`src/rtl/muldiv_pkg.sv`:
```
// Shared types and constants for the sequential multiply/divide unit.
// Provides the FSM state enum, the funct3 operation encodings and helpers
// that classify which operands of an op are interpreted as signed.
package muldiv_pkg;

    typedef enum logic [1:0] {
        S_IDLE = 2'd0,
        S_MUL  = 2'd1,
        S_DIV  = 2'd2,
        S_DONE = 2'd3
    } state_e;

    localparam logic [2:0] F3_MUL    = 3'b000;
    localparam logic [2:0] F3_MULH   = 3'b001;
    localparam logic [2:0] F3_MULHSU = 3'b010;
    localparam logic [2:0] F3_MULHU  = 3'b011;
    localparam logic [2:0] F3_DIV    = 3'b100;
    localparam logic [2:0] F3_DIVU   = 3'b101;
    localparam logic [2:0] F3_REM    = 3'b110;
    localparam logic [2:0] F3_REMU   = 3'b111;

    // rs1 is signed for MUL, MULH, MULHSU, DIV, REM
    function automatic logic rs1_signed(input logic [2:0] f3);
        return (f3 == F3_MUL) || (f3 == F3_MULH) || (f3 == F3_MULHSU) ||
               (f3 == F3_DIV) || (f3 == F3_REM);
    endfunction

    // rs2 is signed for MUL, MULH, DIV, REM (MULHSU treats rs2 as unsigned)
    function automatic logic rs2_signed(input logic [2:0] f3);
        return (f3 == F3_MUL) || (f3 == F3_MULH) ||
               (f3 == F3_DIV) || (f3 == F3_REM);
    endfunction

endpackage

```
`src/rtl/muldiv_seq_div_step.sv`:
```
// One restoring-division step (combinational).
// Ports: rem_i/quo_i  current partial remainder and dividend/quotient shift reg
//        divisor_i    divisor magnitude
//        rem_nxt_c/quo_nxt_c  values after shifting in one dividend bit
module div_step #(
    parameter int unsigned DATA_WIDTH = 32
) (
    input  logic [DATA_WIDTH-1:0] rem_i,
    input  logic [DATA_WIDTH-1:0] quo_i,
    input  logic [DATA_WIDTH-1:0] divisor_i,
    output logic [DATA_WIDTH-1:0] rem_nxt_c,
    output logic [DATA_WIDTH-1:0] quo_nxt_c
);

    localparam int unsigned W = DATA_WIDTH;

    logic [W:0] shifted;
    logic       ge;

    // Partial remainder is always < divisor, so the shifted value fits W+1 bits
    // and the restored/subtracted remainder fits back into W bits.
    always_comb begin
        shifted   = {rem_i, quo_i[W-1]};
        ge        = (shifted >= {1'b0, divisor_i});
        rem_nxt_c = ge ? W'(shifted - {1'b0, divisor_i}) : shifted[W-1:0];
        quo_nxt_c = {quo_i[W-2:0], ge};
    end

endmodule

```
`src/rtl/muldiv_seq.sv`:
```
// Sequential RV32M multiply/divide unit.
// Ports: clk, rst (sync active-low), start (level, op in execute),
//        funct3 (M-extension op), op1/op2 (rs1/rs2), flush (kill op),
//        stall (start & ~done), done (result valid), result (registered).
// Build option: MULDIV_FAST_MUL_EN makes multiplies single-cycle (combinational
// product at capture); the divide path is the same in both builds.
module muldiv_seq
    import muldiv_pkg::*;
#(
    parameter int unsigned DATA_WIDTH = 32
) (
    input  logic                  clk,
    input  logic                  rst,
    input  logic                  start,
    input  logic [2:0]            funct3,
    input  logic [DATA_WIDTH-1:0] op1,
    input  logic [DATA_WIDTH-1:0] op2,
    input  logic                  flush,
    output logic                  stall,
    output logic                  done,
    output logic [DATA_WIDTH-1:0] result
);

    localparam int unsigned W     = DATA_WIDTH;
    localparam int unsigned W2    = 2 * DATA_WIDTH;
    localparam int unsigned CNT_W = $clog2(DATA_WIDTH);
    localparam logic [CNT_W-1:0] LAST_STEP = CNT_W'(DATA_WIDTH - 1);
    localparam logic [W-1:0]     MIN_NEG   = {1'b1, {(W-1){1'b0}}};

    state_e            state_q,  state_d;
    logic [CNT_W-1:0]  cnt_q,    cnt_d;
    logic [2:0]        f3_q,     f3_d;
    logic [W-1:0]      a_q,      a_d;       // multiplicand or divisor magnitude
    logic [W2-1:0]     prod_q,   prod_d;    // product, or {remainder, quotient}
    logic              neg_q,    neg_d;     // result sign (product / quotient)
    logic              s1_q,     s1_d;      // dividend sign, drives remainder sign
    logic [W-1:0]      result_q, result_d;

    logic          s1, s2;
    logic [W-1:0]  mag1, mag2;
    logic          div_zero, div_ovf;
    logic [W:0]    mul_sum;
    logic [W2-1:0] mul_nxt;
    logic [W-1:0]  rem_nxt, quo_nxt;
`ifdef MULDIV_FAST_MUL_EN
    logic [W2-1:0] fast_prod;
`endif

    // Sign-correct the full product and pick low (MUL) or high word
    function automatic logic [W-1:0] mul_result(input logic [2:0] f3,
                                                input logic neg,
                                                input logic [W2-1:0] p);
        logic [W2-1:0] v;
        v = neg ? W2'(-p) : p;
        return (f3 == F3_MUL) ? v[W-1:0] : v[W2-1:W];
    endfunction

    // Sign-correct quotient or remainder; remainder takes the dividend's sign
    function automatic logic [W-1:0] div_result(input logic [2:0] f3,
                                                input logic neg,
                                                input logic s1n,
                                                input logic [W-1:0] rem,
                                                input logic [W-1:0] quo);
        if (f3[1]) begin
            return s1n ? W'(-rem) : rem;
        end
        return neg ? W'(-quo) : quo;
    endfunction

    div_step #(
        .DATA_WIDTH (W)
    ) u_div_step (
        .rem_i      (prod_q[W2-1:W]),
        .quo_i      (prod_q[W-1:0]),
        .divisor_i  (a_q),
        .rem_nxt_c  (rem_nxt),
        .quo_nxt_c  (quo_nxt)
    );

    // Operand conditioning at capture
    always_comb begin
        s1       = rs1_signed(funct3) & op1[W-1];
        s2       = rs2_signed(funct3) & op2[W-1];
        mag1     = s1 ? W'(-op1) : op1;
        mag2     = s2 ? W'(-op2) : op2;
        div_zero = (op2 == '0);
        div_ovf  = ((funct3 == F3_DIV) || (funct3 == F3_REM)) &&
                   (op1 == MIN_NEG) && (op2 == {W{1'b1}});
    end

    // Shift-add step: multiplier sits in the low half and is consumed LSB first
    always_comb begin
        mul_sum = {1'b0, prod_q[W2-1:W]} + {1'b0, a_q};
        mul_nxt = prod_q[0] ? {mul_sum, prod_q[W-1:1]} : {1'b0, prod_q[W2-1:1]};
    end

`ifdef MULDIV_FAST_MUL_EN
    always_comb begin
        fast_prod = W2'(mag1) * W2'(mag2);
    end
`endif

    // Next-state and datapath control
    always_comb begin
        state_d  = state_q;
        cnt_d    = cnt_q;
        f3_d     = f3_q;
        a_d      = a_q;
        prod_d   = prod_q;
        neg_d    = neg_q;
        s1_d     = s1_q;
        result_d = result_q;

        unique case (state_q)
            S_IDLE: begin
                if (start) begin
                    f3_d  = funct3;
                    s1_d  = s1;
                    neg_d = s1 ^ s2;
                    cnt_d = '0;
                    if (funct3[2]) begin
                        a_d    = mag2;
                        prod_d = {{W{1'b0}}, mag1};
                        if (div_zero) begin
                            state_d  = S_DONE;
                            result_d = funct3[1] ? op1 : {W{1'b1}};
                        end else if (div_ovf) begin
                            state_d  = S_DONE;
                            result_d = funct3[1] ? {W{1'b0}} : MIN_NEG;
                        end else begin
                            state_d = S_DIV;
                        end
                    end else begin
`ifdef MULDIV_FAST_MUL_EN
                        prod_d   = fast_prod;
                        result_d = mul_result(funct3, s1 ^ s2, fast_prod);
                        state_d  = S_DONE;
`else
                        a_d     = mag1;
                        prod_d  = {{W{1'b0}}, mag2};
                        state_d = S_MUL;
`endif
                    end
                end
            end
            S_MUL: begin
                prod_d = mul_nxt;
                cnt_d  = cnt_q + CNT_W'(1);
                if (cnt_q == LAST_STEP) begin
                    state_d  = S_DONE;
                    result_d = mul_result(f3_q, neg_q, mul_nxt);
                end
            end
            S_DIV: begin
                prod_d = {rem_nxt, quo_nxt};
                cnt_d  = cnt_q + CNT_W'(1);
                if (cnt_q == LAST_STEP) begin
                    state_d  = S_DONE;
                    result_d = div_result(f3_q, neg_q, s1_q, rem_nxt, quo_nxt);
                end
            end
            S_DONE: begin
                state_d = S_IDLE;
            end
            default: begin
                state_d = S_IDLE;
            end
        endcase

        // Flush overrides capture and completion; result is left untouched
        if (flush) begin
            state_d  = S_IDLE;
            result_d = result_q;
        end
    end

    always_ff @(posedge clk) begin
        if (!rst) begin
            state_q  <= S_IDLE;
            cnt_q    <= '0;
            f3_q     <= '0;
            a_q      <= '0;
            prod_q   <= '0;
            neg_q    <= 1'b0;
            s1_q     <= 1'b0;
            result_q <= '0;
        end else begin
            state_q  <= state_d;
            cnt_q    <= cnt_d;
            f3_q     <= f3_d;
            a_q      <= a_d;
            prod_q   <= prod_d;
            neg_q    <= neg_d;
            s1_q     <= s1_d;
            result_q <= result_d;
        end
    end

    assign done   = rst & (state_q == S_DONE);
    assign stall  = start & ~done;
    assign result = result_q;

endmodule

```
`config.mk`:
```
export PLATFORM = sky130hd
export DESIGN_NAME = muldiv_seq
export DESIGN_NICKNAME = d
export VERILOG_FILES = /design/src/rtl/muldiv_pkg.sv /design/src/rtl/muldiv_seq_div_step.sv /design/src/rtl/muldiv_seq.sv
export SDC_FILE = /design/constraint.sdc
export NUM_CORES = 1
export LEC_CHECK = 0
export CORE_ASPECT_RATIO = 1.1
export CORE_MARGIN = 2
export CORE_UTILIZATION = 49
export DETAILED_ROUTE_END_ITERATION = 8
export GPL_ROUTABILITY_DRIVEN = 0
export GPL_TIMING_DRIVEN = 0
export HOLD_SLACK_MARGIN = 0.12
export PLACE_DENSITY_LB_ADDON = 0.05
export SKIP_CTS_REPAIR_TIMING = 1
export SYNTH_ARGS = -nofsm -noshare
export SYNTH_HDL_FRONTEND = slang
export SYNTH_SLANG_ARGS = --single-unit
```
`constraint.sdc`:
```
create_clock -name clk -period 4.85 [get_ports clk]
set_input_delay 1.2125 -clock clk [delete_from_list [all_inputs] [get_ports clk]]
set_output_delay 1.2125 -clock clk [all_outputs]
set_load 0.02 [all_outputs]
```
==> flow_summary.toml <==
[die]
coreArea_um2 = 35220
initial_utilization_pct = 49.73
rows = 72
die_w_um = 184.3
dieHeight_um = 202.3
die_area_um2 = 37280
ios = 105

[logic_synthesis]
synth_top_area_share_pct = 16.00
synthAdderAreaFrac_pct = 5.728
synth_top_area_cell = "dfxtp_1"
yosys_warnings = 0
yosysMostFrequentCell = "nand2_1"
syn_inst = 2576
yosys_register_bits = 140
synth_xor_area_share_pct = 8.599
netlist_top_cells_count = "344 x nand2_1, 226 x nor2_1, 218 x o21ai_0, 217 x a21oi_1, 171 x clkbuf_1"
synth_edf_count = 0
yosys.area_share.simple_pct = 26.76
async_flop_share_pct = 0
ys_seq_area_share_pct = 16.00
synth_top_family_by_area = "compound AO/OA/AOI/OAI gates"
ys_top_cells_by_area = "dfxtp_1 16%, nand2_1 7.4%, o21ai_0 6.2%, a21oi_1 6.2%, ha_1 5.5%"
yosysUniqueCellTypes = 100
synthesis.area_um2 = 17520
postSynthAreaPerCell_um2 = 6.800
synth_compound_area_share_pct = 34.02
synth_ff_type = "dfxtp_1"
synth_mux_area_share_pct = 2.950
synth_nets = 2726

[drt]
drc = 12
routedWlPerCell_um = 27.23
totalWireLength_mm = 87.24
dr.pass1.iters = 9
initialDrtViolationCount = 3112
detail-route-antenna-nets = 0
drt-vias-per-instance = 6.984
num_vias = 22380

[final_layout]
instances_no_fill = 3204
drive_gt1_share_pct = 9.405
layout.nets = 2859
nFillCells = 3438
area_growth_pct = 17.33

[global_routing]
grt_pass1_wl_mm = 127.0
grt_overflow = 0
grt_pass1_vias = 20360
antenna_found_initial = 4
grt_max_degree = 17
grt_usage_pct = 45.53

[sta]
fmax_ghz = 0.2015
finClkSkew_ns = 0.01680
tightest_slew_ns = 1.120
drv_slew = 0
rsz0062_at_grt = "yes"
finalHoldViolCount = 0
setup_viol = 4
setup_ws_ns = -0.1128
tns_ns = -0.2598
final.min_clock_period_ns = 4.963
min_period_over_period_pct = 102.3
worst_slew_margin_rel_pct = 25.03

[placed_design]
dp_hpwl_mm = 68.54
port_buffers = 104
dp.cells = 3161

[cts]
cts_buffers = 17
cts.path.max_buffers = 2
worstSkewPairLatency_ns = 0.47
clk_pin_slew_ns = 0.07
htree_levels = 4
cts_tree = "built"
cts_sinks = 140
cts_root_buf = "clkbuf_16"

[worst_hold_path]
hp-class = "register to register"
min_from = "result[10]"

[run_status]
outcome = "finished with violations"
violations = "design-rule violations, negative setup slack"

[power]
p_total_w = 0.004953
irDropWorstVdd_mv = 0.1856
power.leakage_nw = 7.515
p_per_area_nw_per_um2 = 241.0

[critical_path]
crit_path_start_kind = "register"
crit_start = "a_q[21]"
setup.worst_path.class = "register to register"
end_kind = "register"
required_ns = 5.24
reg2reg_from = "a_q[21]"
critPathArrivalTime_ns = 5.36
critPathMaxFanout = 10

[flow_run]
cap_violations = 0
[critical path, stage by stage (launching register included)]
cell	delay (ns)
dfxtp_4	0.42
inv_1	0.07
ha_2	0.39
nand4_1	0.27
nor4_2	0.35
nand4_1	0.26
o211a_1	0.25
nand2_4	0.14
buf_6	0.18
mux2_2	0.37
inv_1	0.08
ha_2	0.21
nand4_1	0.21
buf_4	0.22
a32o_1	0.20
a2111oi_0	0.79
nor3_1	0.25
o21ai_0	0.22
[kinds of logic (layout without fill, tap and decap cells)]
| logic type | count (synthesis) | in the layout |
|---|---|---|
| AOI/OAI and AO/OA | 899 | 899 |
| other | 0 | 1 |
| and+or+nand+nor | 965 | 965 |
| xor gates and xnor gates | 172 | 172 |
| muxes | 49 | 49 |
| buffers and inverters | 272 | 418 |
| adders and majority gates | 79 | 79 |
| DFF | 140 | 140 |
[final timing paths]
path | to | slack, ns | depth (start not counted)
hold / removal | result[10] | 0.45 | 2
setup / recovery | result[12] | -0.11 | 17
setup reg to reg | result[12] | -0.11 | 17
hold reg to reg | result[10] | 0.45 | 2
[cell type report]
class	count	area [µm²]	share of cell area, %
antenna	1	2.502	0.01218
buffer	185	794.5	3.866
clock buffer	22	474.2	2.307
clock inverter	10	83.83	0.4079
inverter	73	281.5	1.370
multi-input combinational	2164	14240	69.26
sequential	140	2858	13.90
tap	481	601.8	2.928
timing repair buffer	128	1221	5.941
[routing by layer]
metal	GRT usage, %	up-vias	part of all wire (%)
met5	0	-	0.016
met3	11.82	545	12
met2	69.06	1791	42
met1	53.75	10290	36
li1	-	9753	-
met4	37.69	2	11
[flip-flops by register name (all words and copies together) (netlist names)]
name     flops
f3_q         3
s1_q         1
neg_q        1
prod_q      64
state_q      2
result      32
a_q         32
cnt_q        5
[cell usage in the layout, fill, tap and decap left out, types with 39 or more instances in the layout]
cell             instances
nor3_1                  60
clkbuf_1               148
nor2b_1                 40
a21oi_1                205
xor2_1                  87
nand2_1                343
nor2_1                 225
nand3_1                 39
clkdlybuf4s50_1        104
ha_1                    60
o21ai_0                207
dfxtp_1                106
inv_1                   67
xnor2_1                 83
o211ai_1                65
[where the power goes]
| group | leakage [nW] | total (W) | internal, W | switching (W) |
|---|---|---|---|---|
| logic | 6.09 | 0.00234 | 0.000752 | 0.00159 |
| registers | 1.16 | 0.00131 | 0.00122 | 0.0000898 |
| clock network | 0.269 | 0.00131 | 0.000703 | 0.000603 |
[through the flow]
stage	hold WS (ns)	worst slack (ns)	utilization, %	cell area, µm²
5_1_grt	0.4889	-0.05131	58.35	20550
3_3_place_gp	0.4311	-1.945	54.40	19160
4_1_cts	0.4596	-1.986	55.98	19720
3_5_place_dp	0.4437	-1.934	54.40	19160
6_report	0.4541	-0.1128	58.35	20550
2_1_floorplan	0.4508	0.2205	-	17520
Note: power is estimated with default switching activity, not from simulation.
